**config.mk**
```make
export PLATFORM = sky130hd
export DESIGN_NAME = axis_cpu_farm_sched
export DESIGN_NICKNAME = d
export VERILOG_FILES = /design/src/rtl/axis_cpu_farm_sched.sv
export SDC_FILE = /design/constraint.sdc
export NUM_CORES = 1
export LEC_CHECK = 0
export CORE_AREA = 2 2 139 141
export DETAILED_ROUTE_END_ITERATION = 16
export DIE_AREA = 0 0 141 143
export PLACE_DENSITY = 0.67
export SLEW_MARGIN = 20
export SYNTH_ARGS = -nofsm -noshare
export SYNTH_HDL_FRONTEND = slang
export SYNTH_SLANG_ARGS = --single-unit
```
**constraint.sdc**
```tcl
create_clock -name clk -period 4.15 [get_ports clk]
set_clock_uncertainty 0.05 [all_clocks]
set_input_delay 0.415 -clock clk [delete_from_list [all_inputs] [get_ports clk]]
set_output_delay 0.415 -clock clk [all_outputs]
set_load 0.005 [all_outputs]
```
**src/rtl/axis_cpu_farm_sched.sv**
```systemverilog
// Round-robin packet scheduler for a farm of AXIS cores. Whole packets go to enabled cores,
// and a tag FIFO of core indices returns the results in dispatch order.
module axis_cpu_farm_sched #(
  parameter int NUM_CPUS   = 4,
  parameter int DATA_WIDTH = 32,
  parameter int TAG_DEPTH  = 8,
  parameter int CORE_W     = $clog2(NUM_CPUS)
) (
  input  logic                             clk,
  input  logic                             rst,
  input  logic [NUM_CPUS-1:0]              core_en,
  input  logic [DATA_WIDTH-1:0]            din_TDATA,
  input  logic                             din_TVALID,
  output logic                             din_TREADY,
  input  logic                             din_TLAST,
  output logic [NUM_CPUS*DATA_WIDTH-1:0]   core_din_TDATA,
  output logic [NUM_CPUS-1:0]              core_din_TVALID,
  input  logic [NUM_CPUS-1:0]              core_din_TREADY,
  output logic [NUM_CPUS-1:0]              core_din_TLAST,
  input  logic [NUM_CPUS*DATA_WIDTH-1:0]   core_dout_TDATA,
  input  logic [NUM_CPUS-1:0]              core_dout_TVALID,
  output logic [NUM_CPUS-1:0]              core_dout_TREADY,
  input  logic [NUM_CPUS-1:0]              core_dout_TLAST,
  output logic [DATA_WIDTH-1:0]            dout_TDATA,
  output logic                             dout_TVALID,
  input  logic                             dout_TREADY,
  output logic                             dout_TLAST,
  output logic [$clog2(TAG_DEPTH+1)-1:0]   in_flight
);

  localparam int AW = $clog2(TAG_DEPTH);
  localparam int CW = $clog2(TAG_DEPTH+1);

  typedef enum logic [0:0] {D_SEL = 1'b0, D_PKT = 1'b1} disp_state_t;

  disp_state_t       state_r;
  logic [CORE_W-1:0] rr_ptr_r;
  logic [CORE_W-1:0] sel_r;
  logic [CORE_W-1:0] pick_s;
  logic [CORE_W-1:0] head_s;
  logic [CORE_W:0]   idx_s;
  logic              found_s;
  logic [CORE_W-1:0] tag_mem_r [TAG_DEPTH];
  logic [AW-1:0]     wr_ptr_r;
  logic [AW-1:0]     rd_ptr_r;
  logic [CW-1:0]     count_r;
  logic              full_s;
  logic              empty_s;
  logic              push_s;
  logic              pop_s;
  logic              last_in_s;

  assign full_s    = (count_r == CW'(TAG_DEPTH));
  assign empty_s   = (count_r == {CW{1'b0}});
  assign push_s    = (state_r == D_SEL) && din_TVALID && !full_s && (|core_en);
  assign last_in_s = (state_r == D_PKT) && din_TVALID && din_TREADY && din_TLAST;
  assign pop_s     = !empty_s && dout_TVALID && dout_TREADY && dout_TLAST;
  assign head_s    = tag_mem_r[rd_ptr_r];
  assign in_flight = count_r;

  assign core_din_TDATA = {NUM_CPUS{din_TDATA}};
  assign core_din_TLAST = {NUM_CPUS{din_TLAST}};
  assign din_TREADY     = (state_r == D_PKT) ? core_din_TREADY[sel_r] : 1'b0;

  // First enabled core at or after the round-robin pointer, wrapping mod NUM_CPUS
  always_comb begin
    pick_s  = rr_ptr_r;
    found_s = 1'b0;
    idx_s   = {(CORE_W+1){1'b0}};
    for (int k = 0; k < NUM_CPUS; k++) begin
      idx_s   = {1'b0, rr_ptr_r} + (CORE_W+1)'(k);
      idx_s   = (idx_s >= (CORE_W+1)'(NUM_CPUS)) ? idx_s - (CORE_W+1)'(NUM_CPUS) : idx_s;
      pick_s  = (!found_s && core_en[idx_s[CORE_W-1:0]]) ? idx_s[CORE_W-1:0] : pick_s;
      found_s = found_s | core_en[idx_s[CORE_W-1:0]];
    end
  end

  // Only the selected core sees a valid beat while a packet is in progress
  always_comb begin
    core_din_TVALID = {NUM_CPUS{1'b0}};
    for (int i = 0; i < NUM_CPUS; i++) begin
      if ((state_r == D_PKT) && (sel_r == CORE_W'(i))) begin
        core_din_TVALID[i] = din_TVALID;
      end else begin
        core_din_TVALID[i] = 1'b0;
      end
    end
  end

  // Dispatcher FSM: pick a core and tag it, then stream the packet to it
  always_ff @(posedge clk) begin
    if (!rst) begin
      state_r  <= D_SEL;
      rr_ptr_r <= {CORE_W{1'b0}};
      sel_r    <= {CORE_W{1'b0}};
    end else begin
      case (state_r)
        D_SEL: begin
          if (push_s) begin
            sel_r   <= pick_s;
            state_r <= D_PKT;
          end
        end
        D_PKT: begin
          if (last_in_s) begin
            rr_ptr_r <= (sel_r == CORE_W'(NUM_CPUS-1)) ? {CORE_W{1'b0}} : sel_r + CORE_W'(1);
            state_r  <= D_SEL;
          end
        end
        default: state_r <= D_SEL;
      endcase
    end
  end

  // Tag FIFO of dispatched core indices
  always_ff @(posedge clk) begin
    if (!rst) begin
      wr_ptr_r <= {AW{1'b0}};
      rd_ptr_r <= {AW{1'b0}};
      count_r  <= {CW{1'b0}};
      for (int t = 0; t < TAG_DEPTH; t++) begin
        tag_mem_r[t] <= {CORE_W{1'b0}};
      end
    end else begin
      if (push_s) begin
        tag_mem_r[wr_ptr_r] <= pick_s;
        wr_ptr_r            <= wr_ptr_r + AW'(1);
      end
      if (pop_s) begin
        rd_ptr_r <= rd_ptr_r + AW'(1);
      end
      case ({push_s, pop_s})
        2'b10:   count_r <= count_r + CW'(1);
        2'b01:   count_r <= count_r - CW'(1);
        default: count_r <= count_r;
      endcase
    end
  end

  // Collector: forward the core named by the oldest tag, hold all others off
  always_comb begin
    dout_TDATA       = {DATA_WIDTH{1'b0}};
    dout_TVALID      = 1'b0;
    dout_TLAST       = 1'b0;
    core_dout_TREADY = {NUM_CPUS{1'b0}};
    for (int i = 0; i < NUM_CPUS; i++) begin
      if (!empty_s && (head_s == CORE_W'(i))) begin
        dout_TDATA          = core_dout_TDATA[i*DATA_WIDTH +: DATA_WIDTH];
        dout_TVALID         = core_dout_TVALID[i];
        dout_TLAST          = core_dout_TLAST[i];
        core_dout_TREADY[i] = dout_TREADY;
      end else begin
        core_dout_TREADY[i] = 1'b0;
      end
    end
  end

endmodule

```
==> reports/results.tsv <==
metric	value	unit
internal_power	0.9548	mW
first_pass_iters	4	
synth.top_cells.by_area	buf_4, mux2i_1, edfxtp_1	
power_switching_share	26.64	%
drt_iter0_drc	106	
layout_commonest_cell	clkdlybuf4s50_1	
power_frac_clock	31.7	%
dpl.hpwl	9968	µm
rsz0062_at_grt	false	
grt_pass1_wl	17570	µm
fp.dieH	143	µm
wirelength	12070	µm
cts.hold.buffers_added	0	
path_cells	mux2i_1 > mux4_4 > buf_12 > mux2i_1 > o22ai_1 > clkdlybuf4s50_1	
portBuffers	199	
hold_class	flop to flop	
vdd_ir_drop_max	178.4	µV
drive_gt1_share	3.441	%
final_util	27.95	%
grt_pass1_vias	3109	
placed_area	0.005030	mm²
fin_ws	550.4	ps
synth-edff-count	16	
boundaryPins	360	
drcViolationCount	0	
cts_max_level	2	
fin_nets	683	
num_vias	3151	
syn-num-nets	625	
insertedDiodeCount	0	
cp_common_cell	mux2i_1	
grt_max_degree	67	
via_per_inst	4.328	
ys_seq_area_share	22.20	%
wl_per_cell	16.58	µm
maxCapViolCount	0	
synth_top_flop_cell	dfxtp_1	
syn_to_final_growth	37.10	%
seqPwrFrac	29.1	%
min_period_over_period	86.74	%
clock.fmax	277.8	MHz
endpoint_kind	output pin	
crit_fanout	66	
stdcell_count	728	
critPathMaxStageDelay	710	ps
tns	0	ps
cp-start-kind	flop	
layout_common_cells	clkdlybuf4s50_1, mux2i_1, o22ai_1	
die_area	0.02016	mm²
post_cts_buffers	0	
place_congestion	0.7494	
holdCritStartpoint	rd_ptr_r[2]	
status	finished, final reports clean	
stdcell_area	0.005192	mm²
cts.root.buffer_cell	clkbuf_16	
final-hold-violation-count	0	
dp_slack	629.4	ps
avgSynthCellArea	8.707	µm²
overflow	0	
switchingPower	0.3468	mW
dp_cells	720	
numClockSinks	34	
nFillCells	1972	
cts-buffers-inserted	5	
worst_slew_pin_slew	490.2	ps
ys_ff_latch	34	
cts_tree	yes	
detail-route-antenna-nets	0	
track_usage	11.20	%
syn_area	0.003787	mm²
cts_resized	0	
rows	50	
critPathSlowestCell	mux4_4	
path_class	flop to output pin	
synth_top_area_share	26.16	%
synth_top_area_cell	buf_4	
clk_pin_slew	50	ps
multiInputGateArea	0.001824	mm²
cp.arrival	3130	ps
p_per_area	250.7	mW/mm²
combPwrFrac	39.2	%
crit_required	3680	ps
seq_area	840.8	µm²
total_power	1.302	mW
slew_headroom	67.22	%
max-clock-path-buffers	2	
antenna_found_initial	0	
start_util	20.38	%
slew_violations	0	
async_flop_share	0	%
core	0.01858	mm²
yosys_warnings	0	
chipWidth	141	µm
holdWs	432.5	ps
postSynthCellCount	435	
fin_crit	3600	ps
p_leak	2.137	nW
clock_latency	280	ps
setup_violations	0	
synth_cell_types	39	
cell type report:
type,count,share of cell area [%]
Timing Repair Buffer,203,39.18
Multi-Input combinational cell,239,35.13
Sequential cell,34,16.19
Tap cell,234,5.639
Clock buffer,6,2.482
Inverter,10,0.7229
Clock inverter,2,0.6506
flip-flops by register name (all words and copies together) (netlist names), named ones only:
| name | count |
|---|---|
| rr_ptr_r | 2 |
| wr_ptr_r | 3 |
| in_flight | 4 |
| rd_ptr_r | 3 |
| sel_r | 2 |
| state_r | 1 |
| tag_mem_r | 16 |
critical path: cells and delay by family (launching register included):
family / cells / cell delay, ps
compound gates: 1 / 360
buf+inv: 2 / 880
flops: 1 / 540
mux: 3 / 1050
cells by family (layout without fill, tap and decap cells):
family | after synthesis | after routing | share of synthesized area (%)
compound gates | 65 | 65 | 10.97
flops | 34 | 34 | 22.20
fa+ha+maj | 9 | 9 | 2.973
mux | 83 | 83 | 22.93
xor+xnor | 5 | 5 | 1.156
simple gates | 77 | 77 | 10.08
buf+inv | 162 | 221 | 29.70
synthesized netlist by cell type (all sizes together), types with 2 or more instances:
cell type  instances
a21oi             10
and3               4
buf              142
clkbuf            10
dfxtp             18
edfxtp            16
ha                 9
inv               10
mux2i             80
mux4               3
nand2              9
nand2b             6
nand3              3
nand3b             4
nand4              6
nor2              31
nor2b              4
nor3               2
nor4               2
o21ai             12
o22a               2
o22ai             33
o31ai              4
or2                2
or3                2
xor2               4
per-layer routing:
metal / up-vias / share of wire (%) / global-route usage [%]
li1: 1520 / - / -
met4: 0 / 0.73 / 2.421
met5: - / 0 / 0
met3: 6 / 13 / 7.042
met1: 1399 / 41 / 13.51
met2: 226 / 45 / 16.92
final timing paths:
check	end	slack [ps]	cells after the start
min	rd_ptr_r[2]	430	2
max	dout_TDATA[12]	550	6
max reg2reg	in_flight[2]	620	12
min reg2reg	rd_ptr_r[2]	430	2
power by group through the flow:
stage | registers [mW] | clock network, mW | logic, mW
6_report | 0.378 | 0.413 | 0.511
5_1_grt | 0.380 | 0.438 | 0.552
4_1_cts | 0.378 | 0.421 | 0.520
3_5_place_dp | 0.385 | 0 | 0.517
3_3_place_gp | 0.385 | 0 | 0.515
2_1_floorplan | 0.380 | 0 | 0.314
No activity file was read; power rests on OpenSTA's default activity.
